==> src/rtl/key_input_pkg.sv <==
// Shared types and defaults for the key input front end.
// Per-channel FSM states, parameter defaults and timer sizing.
package key_input_pkg;

  typedef enum logic [1:0] {
    IDLE,
    WAIT,
    REPEAT
  } key_state_t;

  localparam int N_KEYS_DEF = 4;
  localparam logic ACTIVE_LOW_DEF = 1'b1;
  localparam int DEBOUNCE_DEF = 4;
  localparam int HOLD_DEF = 10;
  localparam int REPEAT_DEF = 3;

  function automatic int tmr_width(
    input int hold,
    input int rep
  );
    return $clog2((hold > rep) ? hold : rep) + 1;
  endfunction

endpackage

==> src/rtl/key_channel.sv <==
// One key channel: two-flop sync, debounce, repeat FSM and
// registered press/release/held outputs.
module key_channel
  import key_input_pkg::*;
#(
  parameter int DEBOUNCE_CYCLES = DEBOUNCE_DEF,
  parameter int HOLD_CYCLES = HOLD_DEF,
  parameter int REPEAT_CYCLES = REPEAT_DEF
) (
  input  logic CLK,
  input  logic RST,
  input  logic key,
  input  logic rep_en,
  output logic press_pulse,
  output logic release_pulse,
  output logic held
);

  localparam int TW = tmr_width(HOLD_CYCLES, REPEAT_CYCLES);
  localparam int CW =
    (DEBOUNCE_CYCLES > 1) ? $clog2(DEBOUNCE_CYCLES) : 1;
  localparam logic [CW-1:0] CNT_LAST = CW'(DEBOUNCE_CYCLES - 1);
  localparam logic [TW-1:0] HOLD_LAST = TW'(HOLD_CYCLES - 1);
  localparam logic [TW-1:0] REP_LAST = TW'(REPEAT_CYCLES - 1);

  logic s1, s2, stable;
  logic [CW-1:0] cnt;

  always_ff @(posedge CLK) begin
    if (!RST) begin
      s1 <= 1'b0;
      s2 <= 1'b0;
      stable <= 1'b0;
      cnt <= '0;
    end else begin
      s1 <= key;
      s2 <= s1;
      if (s2 == stable) begin
        cnt <= '0;
      end else if (cnt == CNT_LAST) begin
        stable <= s2;
        cnt <= '0;
      end else begin
        cnt <= cnt + 1'b1;
      end
    end
  end

  key_state_t state, state_d;
  logic [TW-1:0] timer, timer_d;
  logic press_d, rel_d;

  always_ff @(posedge CLK) begin
    if (!RST) begin
      state <= IDLE;
      timer <= '0;
      press_pulse <= 1'b0;
      release_pulse <= 1'b0;
      held <= 1'b0;
    end else begin
      state <= state_d;
      timer <= timer_d;
      press_pulse <= press_d;
      release_pulse <= rel_d;
      held <= stable;
    end
  end

  // Release is checked first so it always wins over a repeat.
  always_comb begin
    state_d = state;
    timer_d = timer;
    press_d = 1'b0;
    rel_d = 1'b0;
    unique case (state)
      IDLE: begin
        timer_d = '0;
        if (stable) begin
          press_d = 1'b1;
          state_d = WAIT;
        end
      end
      WAIT: begin
        if (!stable) begin
          rel_d = 1'b1;
          state_d = IDLE;
          timer_d = '0;
        end else if (!rep_en) begin
          timer_d = '0;
        end else if (timer == HOLD_LAST) begin
          press_d = 1'b1;
          state_d = REPEAT;
          timer_d = '0;
        end else begin
          timer_d = timer + 1'b1;
        end
      end
      REPEAT: begin
        if (!stable) begin
          rel_d = 1'b1;
          state_d = IDLE;
          timer_d = '0;
        end else if (!rep_en) begin
          state_d = WAIT;
          timer_d = '0;
        end else if (timer == REP_LAST) begin
          press_d = 1'b1;
          timer_d = '0;
        end else begin
          timer_d = timer + 1'b1;
        end
      end
      default: begin
        state_d = IDLE;
        timer_d = '0;
      end
    endcase
  end

endmodule

==> src/rtl/key_pulse_array.sv <==
// Array of independent key channels with input polarity
// normalisation so that internally 1 always means pressed.
module key_pulse_array
  import key_input_pkg::*;
#(
  parameter int N_KEYS = N_KEYS_DEF,
  parameter logic ACTIVE_LOW = ACTIVE_LOW_DEF,
  parameter int DEBOUNCE_CYCLES = DEBOUNCE_DEF,
  parameter int HOLD_CYCLES = HOLD_DEF,
  parameter int REPEAT_CYCLES = REPEAT_DEF
) (
  input  logic              CLK,
  input  logic              RST,
  input  logic [N_KEYS-1:0] in,
  input  logic [N_KEYS-1:0] rep_en,
  output logic [N_KEYS-1:0] press_pulse,
  output logic [N_KEYS-1:0] release_pulse,
  output logic [N_KEYS-1:0] held
);

  logic [N_KEYS-1:0] key;

  assign key = in ^ {N_KEYS{ACTIVE_LOW}};

  for (genvar i = 0; i < N_KEYS; i++) begin : g_ch
    key_channel #(
      .DEBOUNCE_CYCLES(DEBOUNCE_CYCLES),
      .HOLD_CYCLES(HOLD_CYCLES),
      .REPEAT_CYCLES(REPEAT_CYCLES)
    ) u_ch (
      .CLK(CLK),
      .RST(RST),
      .key(key[i]),
      .rep_en(rep_en[i]),
      .press_pulse(press_pulse[i]),
      .release_pulse(release_pulse[i]),
      .held(held[i])
    );
  end

endmodule

==> config.mk <==
export PLATFORM = sky130hd
export DESIGN_NAME = key_pulse_array
export DESIGN_NICKNAME = d
export VERILOG_FILES = /design/src/rtl/key_input_pkg.sv /design/src/rtl/key_channel.sv /design/src/rtl/key_pulse_array.sv
export SDC_FILE = /design/constraint.sdc
export NUM_CORES = 1
export LEC_CHECK = 0
export CAP_MARGIN = 10
export CORE_ASPECT_RATIO = 1.1
export CORE_UTILIZATION = 55
export DETAILED_ROUTE_END_ITERATION = 8
export HOLD_SLACK_MARGIN = 0.02
export MAX_ROUTING_LAYER = met4
export PLACE_DENSITY_LB_ADDON = 0.15
export RECOVER_POWER = 50
export SYNTH_ARGS = -nofsm -noshare
export SYNTH_HDL_FRONTEND = slang
export SYNTH_HIERARCHICAL = 1
export SYNTH_SLANG_ARGS = --single-unit
==> constraint.sdc <==
create_clock -name CLK -period 1.8 [get_ports CLK]
set_input_delay 0.36 -clock CLK [delete_from_list [all_inputs] [get_ports CLK]]
set_output_delay 0.36 -clock CLK [all_outputs]
set_load 0.01 [all_outputs]
==> summary.txt, run 1 <==
Status
  – Status: complete, but fails checks
  – Violated checks: design-rule violations

CTS
  – CTS Buf Count: 9
  – CTS Hold Buffers Added: 0
  – Setup bufs post-CTS: 0
  – Clock transition at path regs: 0.07 ns
  – CTS tree: done
  – Skew-Pair Late Insertion Delay: 0.33 ns
  – Maximum buffer depth of the clock tree: 2
  – Post-CTS resize count: 0
  – Root Buffer: clkbuf_8
  – Clock Sink Count: 60
  – Htree depth: 3

Logic synthesis
  – Simple logic cell fraction of the synthesized area: 0.2253
  – Synthesized cell area: 2888 sq um
  – Mapped Cells: 292
  – Async set-reset flop share out of synthesis: 0
  – Synth Area in Compound Gates: 0.08319
  – Seq/Total Area, Yosys: 0.4159
  – YS warnings: 6
  – Synth Net Count: 334
  – Netlist cell types: 27
  – Mux contribution to synthesized area: 0.04159
  – Number of synthesized flops with an enable pin: 0
  – Synth Register Bits: 60
  – Ys flop type: dfxtp_1
  – Syn_area_per_cell: 9.890 sq um
  – Largest family of logic cells by synthesized area: simple AND/OR/NAND/NOR gates
  – Post-Synth Adder-Cell Area: 0.1386
  – Synth Area in XOR/XNOR: 0.04853

STA
  – Final Hold Vio Count: 0
  – Final period utilization: 0.8670
  – Worst Skew: 0.006189 ns
  – Max Fclk: 640.8 MHz
  – Final Critical Period: 1.561 ns
  – Post-route setup slack: 0.2393 ns
  – Unrepaired setup endpoints after global routing: false
  – Worst Tran Pin Value: 0.4180 ns
  – Setup violations, final: 0
  – Slew HR: 0.7196
  – Setup_tns: 0 ns
  – Max Slew Vio Count: 0

Power
  – Comb pwr share: 0.081
  – Switching share of power: 0.2215
  – Sw power: 0.0006516 W
  – Pwr dens: 871.2 nW/um^2
  – Internal Power: 0.002290 W
  – Overall Power: 0.002942 W
  – Peak supply drop: 0.5559 mV
  – Power share of the clock group: 0.448
  – Static leakage: 1.285 nW
  – Sequential share of power: 0.470

Detailed routing
  – Iter 0 DRT Violations: 86
  – Via count: 2011
  – WL/cell: 12.09 um
  – Routed vias/inst: 5.251
  – DRC viols: 3
  – Final ANT Viol Nets: 0
  – DRT Pass-1 Iters: 8
  – Total wire length: 4630 um

Floorplan
  – Num ports: 22
  – Die ar.: 5545 sq um
  – Starting density of the core: 0.5737
  – Die height: 78.00 um
  – Die width: 71.09 um
  – Core Rows: 27
  – Core ar.: 5034 sq um

Global routing
  – Vias in the first global route: 1936
  – Grt ovf: 0
  – Largest net degree at the start of global routing: 28
  – Initial antenna violation count: 0
  – GR Util All Layers: 0.1951
  – Global-route wire length before repair: 8280 um

Worst setup path
  – Critical Path Source Type: flip-flop
  – WP data arrival: 1.79 ns
  – Critical path peak fanout: 5
  – Worst Path Required: 2.03 ns
  – CP Capture Type: flip-flop
  – Setup CP Type: flip-flop to flip-flop

Place
  – GPL Wtd Cong: 0.8484
  – Dpl cells: 367
  – Place WS: 0.07352 ns
  – # port buffers: 21
  – DP Wirelength: 3353 um

Layout
  – Fill count: 414
  – Post-route core utilization: 0.6709
  – Non-Filler Instances: 383
  – Share of cells above drive strength 1: 0.08923
  – Ant diodes: 0
  – Final net count: 362
  – Area Overhead vs Synth: 16.94%

Job
  – Max-Cap Viols: 0

Min path
  – Hold crit path type: flip-flop to flip-flop
## power by group through the flow
stage	sequential, W	combinational, W	clock, W
floorplan	0.00141	0.000156	0
global placement	0.00141	0.000237	0
detailed placement	0.00141	0.000240	0
CTS	0.00138	0.000243	0.00136
global route	0.00139	0.000268	0.00141
finish	0.00138	0.000240	0.00132
## layout by cell type, fill, tap and decap left out, drive strengths merged, types with 12 or more instances in the layout
cell type | netlist | layout
inv | 24 | 24
ha | 32 | 32
nand2 | 16 | 16
clkdlybuf4s50 | 0 | 20
mux2i | 12 | 12
nor2 | 28 | 28
nand3 | 12 | 12
dfxtp | 60 | 60
and2 | 12 | 12
clkbuf | 4 | 13
## Yosys cell counts, types with 8 or more instances
master / instances / area (sq um)
dfxtp_1: 60 / 1201
and2_1: 12 / 75.07
xor2_1: 8 / 70.07
nand2_1: 16 / 60.06
inv_1: 24 / 90.09
a211oi_1: 8 / 60.06
o21ai_0: 8 / 40.04
a21oi_1: 8 / 40.04
ha_1: 32 / 400.4
xnor2_1: 8 / 70.07
mux2i_1: 12 / 120.1
nor2_1: 28 / 105.1
nand3_1: 12 / 60.06
## routing by layer
metal | routed length [um] | track usage
met1 | 2239 | 0.2233
met2 | 2148 | 0.3106
met3 | 139 | 0.05455
met4 | 103 | 0.1020
met5 | 0 | -
## per-stage QoR
stage,hold WS [ns],cell area [sq um]
2_1_floorplan,0.4059,2888
3_3_place_gp,0.4154,3168
3_5_place_dp,0.4219,3168
4_1_cts,0.4311,3385
5_1_grt,0.4496,3377
6_report,0.4341,3377
## critical path, cell delays in order, from the launching register on
cell and delay, ns:
dfxtp_1 0.39, inv_1 0.08, ha_1 0.29, nor4_4 0.33, a211oi_1 0.12, a31o_1 0.24
## worst paths after layout
| check | start | endpoint | slack (ns) | cells after the start |
|---|---|---|---|---|
| max | g_ch[1].u_ch/state[0] | g_ch[1].u_ch/state[1] | 0.24 | 5 |
| min | g_ch[0].u_ch/cnt[0] | g_ch[0].u_ch/cnt[0] | 0.43 | 1 |
| max reg2reg | g_ch[1].u_ch/state[0] | g_ch[1].u_ch/state[1] | 0.24 | 5 |
| min reg2reg | g_ch[0].u_ch/cnt[0] | g_ch[0].u_ch/cnt[0] | 0.43 | 1 |
## cell type report
cell class	instances	area (sq um)	area share
Timing Repair Buffer	25	245.2	0.07262
Multi-Input combinational cell	200	1551	0.4594
Inverter	24	90.09	0.02668
Sequential cell	60	1201	0.3557
Clock inverter	5	75.07	0.02223
Clock buffer	11	141.4	0.04187
Tap cell	58	72.57	0.02149
## sequential cells by signal (all words and copies together) (netlist names)
register and cells:
g_ch.u_ch/cnt 8, g_ch.u_ch/held 4, g_ch.u_ch/press_pulse 4, g_ch.u_ch/release_pulse 4, g_ch.u_ch/s1 4, g_ch.u_ch/s2 4, g_ch.u_ch/stable 4, g_ch.u_ch/state 8
g_ch.u_ch/timer 20
## kinds of logic after synthesis
group	count (synthesis)
buffers and inverters	32
muxes	12
and+or+nand+nor	104
xor gates and xnor gates	16
DFF	60
adders and majority gates	32
AOI/OAI and AO/OA	36
No activity file was read; power rests on OpenSTA's default activity.
==> run 2, diff against run 1 <==
--- a/config.mk
+++ b/config.mk
@@ -9,10 +9,8 @@
 export CORE_ASPECT_RATIO = 1.1
 export CORE_UTILIZATION = 55
 export DETAILED_ROUTE_END_ITERATION = 8
-export HOLD_SLACK_MARGIN = 0.02
 export MAX_ROUTING_LAYER = met4
-export PLACE_DENSITY_LB_ADDON = 0.15
-export RECOVER_POWER = 50
+export PLACE_DENSITY_LB_ADDON = 0.05
 export SYNTH_ARGS = -nofsm -noshare
 export SYNTH_HDL_FRONTEND = slang
 export SYNTH_HIERARCHICAL = 1
==> summary.txt, run 2 (synthesis gave the netlist of run 1 again) <==
Worst setup path
  – Worst-path cell chain: clkdlybuf4s50_1
  – R2R depth: 5
  – WP buf/inv: 1
  – CP Capture Type: primary output
  – WP depth: 1
  – CP top delay family: buffers and inverters
  – Crit-path max cell delay: 0.53 ns
  – Worst Path Required: 1.44 ns
  – Critical path peak fanout: 1
  – Critical Path Source Type: flip-flop
  – Setup CP Type: flip-flop to primary output
  – WP data arrival: 1.16 ns
  – Worst path slowest cell: clkdlybuf4s50_1

Layout
  – Area Overhead vs Synth: 14.47%
  – Max reg flops: 20
  – Largest registers: g_ch.u_ch/timer: 20 flops, g_ch.u_ch/cnt: 8 flops, g_ch.u_ch/state: 8 flops
  – Non-Filler Instances: 378
  – Share of cells above drive strength 1: 0.07813
  – Top reg by flops: g_ch.u_ch/timer
  – Final net count: 361
  – Commonest non-fill, non-tap cell in the layout: dfxtp_1
  – Commonest non-fill, non-tap cells in the layout: dfxtp_1 (60), ha_1 (32), nor2_1 (28)
  – Ant diodes: 0

STA
  – Unrepaired setup endpoints after global routing: false
  – Max Slew Vio Count: 0
  – Final Hold Vio Count: 0
  – Slew HR: 0.7489
  – Setup_tns: 0 ns
  – Worst Tran Pin Value: 0.3744 ns
  – Worst Skew: 0.007210 ns
  – Final Critical Period: 1.522 ns
  – Setup violations, final: 0
  – Final period utilization: 0.8453
  – Max Fclk: 657.2 MHz

Min path
  – Hold depth: 1
  – Hold crit path type: flip-flop to flip-flop

Detailed routing
  – Iter 0 DRT Violations: 55
  – DRC viols: 0
  – Total wire length: 4370 um
  – Final ANT Viol Nets: 0
  – DRT Pass-1 Iters: 6
  – WL/cell: 11.56 um
  – Via count: 1991
  – Routed vias/inst: 5.267

Global routing
  – Vias in the first global route: 1909
  – Global-route wire length before repair: 7776 um
  – GR Util All Layers: 0.1838
  – Initial antenna violation count: 0
  – GR Layer Usage met2: 0.2875
  – Grt ovf: 0
  – Met1 GRT Util: 0.2112
  – Largest net degree at the start of global routing: 31
  – Most used routing layer: met2
  – GR Layer Usage met3: 0.04026

Power
  – Sequential share of power: 0.538
  – Power share of the clock group: 0.369
  – Static leakage: 1.254 nW
  – Sw power: 0.0005830 W
  – Switching share of power: 0.2265
  – Peak supply drop: 0.5063 mV
  – Pwr dens: 778.5 nW/um^2
  – Internal Power: 0.001990 W
  – Comb pwr share: 0.093

CTS
  – Maximum buffer depth of the clock tree: 2
  – Htree depth: 3
  – Root Buffer: clkbuf_8
  – Clock transition at path regs: 0.06 ns
  – Post-CTS resize count: 0
  – CTS Buf Count: 9
  – CTS tree: done
  – Skew-Pair Late Insertion Delay: 0.32 ns
  – CTS Hold Buffers Added: 0
  – Setup bufs post-CTS: 0
  – Clock Sink Count: 60

Place
  – GPL Wtd Cong: 0.7673
  – # port buffers: 21
  – Dpl cells: 366
  – DP Wirelength: 3136 um

Floorplan
  – Die height: 78.00 um
  – Die width: 71.09 um
  – Core ar.: 5034 sq um
  – Num ports: 22
  – Core Rows: 27
  – Starting density of the core: 0.5737
  – Die ar.: 5545 sq um

Status
  – Status: finished, final reports clean

Job
  – Max-Cap Viols: 0
run 2: cell count changes in the layout (fill, tap and decap cells not counted):
cell             delta
and2_0              -7
clkinv_2            -3
and2_1              +7
bufinv_16           -2
clkdlybuf4s50_1     +1
buf_4               +1
clkbuf_1            -1
dlygate4sd3_1       -1
run 2: routing by layer:
layer / wire (um) / part of all wire
met3: 131 / 0.030
met5: 0 / 0
met1: 2154 / 0.49
met4: 148 / 0.034
met2: 1936 / 0.44
run 2: path summary, 6_finish.rpt:
check | startpoint | end | slack, ns
worst max-delay path | g_ch[0].u_ch/release_pulse | release_pulse[0] | 0.28
worst max register to register | g_ch[2].u_ch/state[0] | g_ch[2].u_ch/state[0] | 0.28
worst min register to register | g_ch[3].u_ch/cnt[0] | g_ch[3].u_ch/cnt[0] | 0.43
worst min-delay path | g_ch[3].u_ch/cnt[0] | g_ch[3].u_ch/cnt[0] | 0.43
run 2: power groups by stage:
stage | registers [W] | clock network, W | logic [W]
after floorplan | 0.00141 | 0 | 0.000156
after global placement | 0.00141 | 0 | 0.000238
after global routing | 0.00139 | 0.00104 | 0.000268
final | 0.00138 | 0.000950 | 0.000239
after CTS | 0.00138 | 0.000987 | 0.000241
after detailed placement | 0.00141 | 0 | 0.000240
run 2: final cells by class:
class	count	area (sq um)
fill	407	1728
sequential	60	1201
inverter	24	90.09
clock buffer	12	145.1
timing repair buffer	24	245.2
tap	58	72.57
multi-input combinational	200	1551
run 2: metrics by stage:
stage                     worst slack [ns]  cell area [sq um]  hold slack [ns]  total power, W    util
after CTS                           0.2572               3306           0.4321        0.002613  0.6567
after global routing                0.1027               3306           0.4571        0.002692  0.6567
after floorplan                     0.4244               2888           0.4059        0.001569       -
after detailed placement           0.07784               3161           0.4200        0.001654  0.6279
after global placement             0.09496               3161           0.4139        0.001651  0.6279
final                               0.2785               3306           0.4289        0.002573  0.6567
==> run 3, diff against run 2 <==
==> constraint.sdc (replaced) <==
create_clock -name CLK -period 1.5 [get_ports CLK]
set_input_delay 0.3 -clock CLK [delete_from_list [all_inputs] [get_ports CLK]]
set_output_delay 0.3 -clock CLK [all_outputs]
set_load 0.01 [all_outputs]
==> summary.txt, run 3 (synthesis gave the netlist of run 1 again) <==
Layout
  – Ant diodes: 0
  – Max reg flops: 20
  – Share of cells above drive strength 1: 0.1608
  – Top reg by flops: g_ch.u_ch/timer
  – Fin area: 3525 sq um
  – Area Overhead vs Synth: 22.05%
  – Commonest non-fill, non-tap cell in the layout: dfxtp_1
  – Largest registers: g_ch.u_ch/timer: 20 flops, g_ch.u_ch/cnt: 8 flops, g_ch.u_ch/state: 8 flops
  – Final net count: 379
  – FF+latch area: 1202 sq um
  – Post-route core utilization: 0.7002
  – Fill count: 405
  – Multi-input gate area: 1572 sq um
  – Commonest non-fill, non-tap cells in the layout: dfxtp_1 (59), ha_1 (30), nor2_1 (28)

Status
  – Status: finished, final reports clean

Place
  – DP Wirelength: 3367 um
  – # port buffers: 21
  – Place WS: -0.1537 ns
  – GPL Wtd Cong: 0.7892
  – Placed inst area: 3296 sq um

Worst setup path
  – Worst-path cell chain: clkdlybuf4s50_1
  – Crit-path max cell delay: 0.53 ns
  – Worst Path Required: 1.20 ns
  – R2R depth: 5
  – WP buf/inv: 1
  – Critical Path Source Type: flip-flop
  – Critical path peak fanout: 1
  – R2r setup slk: 0.08 ns
  – CP top delay family: buffers and inverters
  – Setup CP Type: flip-flop to primary output
  – Worst path slowest cell: clkdlybuf4s50_1
  – WP data arrival: 1.16 ns
  – CP Capture Type: primary output
  – WP depth: 1

Power
  – Switching share of power: 0.2386
  – Sequential share of power: 0.496
  – Static leakage: 1.524 nW
  – Peak supply drop: 0.9898 mV
  – Sw power: 0.0007931 W
  – Power share of the clock group: 0.402
  – Comb pwr share: 0.103
  – Pwr dens: 943.3 nW/um^2
  – Internal Power: 0.002531 W

CTS
  – CTS Hold Buffers Added: 0
  – CTS Buf Count: 9
  – Root Buffer: clkbuf_8
  – Clock Sink Count: 60
  – Skew-Pair Late Insertion Delay: 0.33 ns
  – Clock transition at path regs: 0.06 ns
  – Htree depth: 3
  – Maximum buffer depth of the clock tree: 2
  – CTS tree: done

Global routing
  – Largest net degree at the start of global routing: 30
  – Initial antenna violation count: 0
  – GR Util All Layers: 0.1924
  – Vias in the first global route: 1949
  – Grt ovf: 0
  – Global-route wire length before repair: 8135 um

Min path
  – Hold crit path type: flip-flop to flip-flop
  – Hold depth: 1

Floorplan
  – Core Rows: 27
  – Starting density of the core: 0.5737
  – Core ar.: 5034 sq um
  – Die height: 78.00 um
  – Die width: 71.09 um
  – Num ports: 22
  – Die ar.: 5545 sq um

STA
  – Worst Tran Pin Value: 0.3968 ns
  – Final period utilization: 0.9729
  – Worst Skew: 0.004116 ns
  – Hold WS: 0.4309 ns
  – Final Hold Vio Count: 0
  – Max Fclk: 685.3 MHz
  – Final Critical Period: 1.459 ns
  – Setup violations, final: 0
  – Slew HR: 0.7339
  – Max Slew Vio Count: 0
  – Post-route setup slack: 0.04070 ns

Detailed routing
  – Total wire length: 4758 um
  – Iter 0 DRT Violations: 60
  – Via count: 2040
  – DRC viols: 0
  – Routed vias/inst: 5.100
  – Final ANT Viol Nets: 0
  – WL/cell: 11.90 um
  – DRT Pass-1 Iters: 6

Job
  – Max-Cap Viols: 0
run 3: cell count changes in the layout (fill, tap and decap cells not counted), moves of 3 or more:
cell,delta
buf_4,+18
clkdlybuf4s50_1,-8
dlymetal6s2s_1,+8
a211oi_1,-3
a211oi_2,+3
clkinv_2,+3
run 3: area by class of cell:
type,count,share of cell area
Multi-Input combinational cell,200,0.4459
Sequential cell,60,0.3411
Timing Repair Buffer,42,0.1136
Clock buffer,12,0.04686
Inverter,24,0.02556
Tap cell,58,0.02059
Clock inverter,4,0.006390
run 3: power groups by stage:
stage	clock [W]	sequential (W)	combinational [W]
after detailed placement	0	0.00168	0.000330
after global routing	0.00145	0.00165	0.000380
after global placement	0	0.00168	0.000326
after floorplan	0	0.00170	0.000188
after CTS	0.00138	0.00165	0.000333
final	0.00134	0.00165	0.000341
run 3: stage by stage:
step	std cells	TNS [ns]	power, W
global placement	384	-2.617	0.002010
floorplan	292	0	0.001883
finish	400	0	0.003325
global route	400	-0.02206	0.003479
CTS	400	0	0.003361
detailed placement	384	-2.997	0.002015
run 3: path summary, 6_finish.rpt:
kind / start / endpoint
setup / recovery: g_ch[0].u_ch/held / held[0]
hold / removal: g_ch[1].u_ch/cnt[0] / g_ch[1].u_ch/cnt[0]
setup reg to reg: g_ch[0].u_ch/state[0] / g_ch[0].u_ch/state[1]
hold reg to reg: g_ch[1].u_ch/cnt[0] / g_ch[1].u_ch/cnt[0]
run 3: what timing repair did:
item	in CTS	in global routing
endpoints found under the setup margin	0	20
resized for setup	0	15
buffers inserted	0	0
run 3: layer usage:
metal	global-route usage	vias up	wire length, um
met1	0.2161	922	2281
met5	-	-	0
met3	0.07273	10	172
met2	0.3058	30	2230
li1	-	1078	-
met4	0.08200	0	74
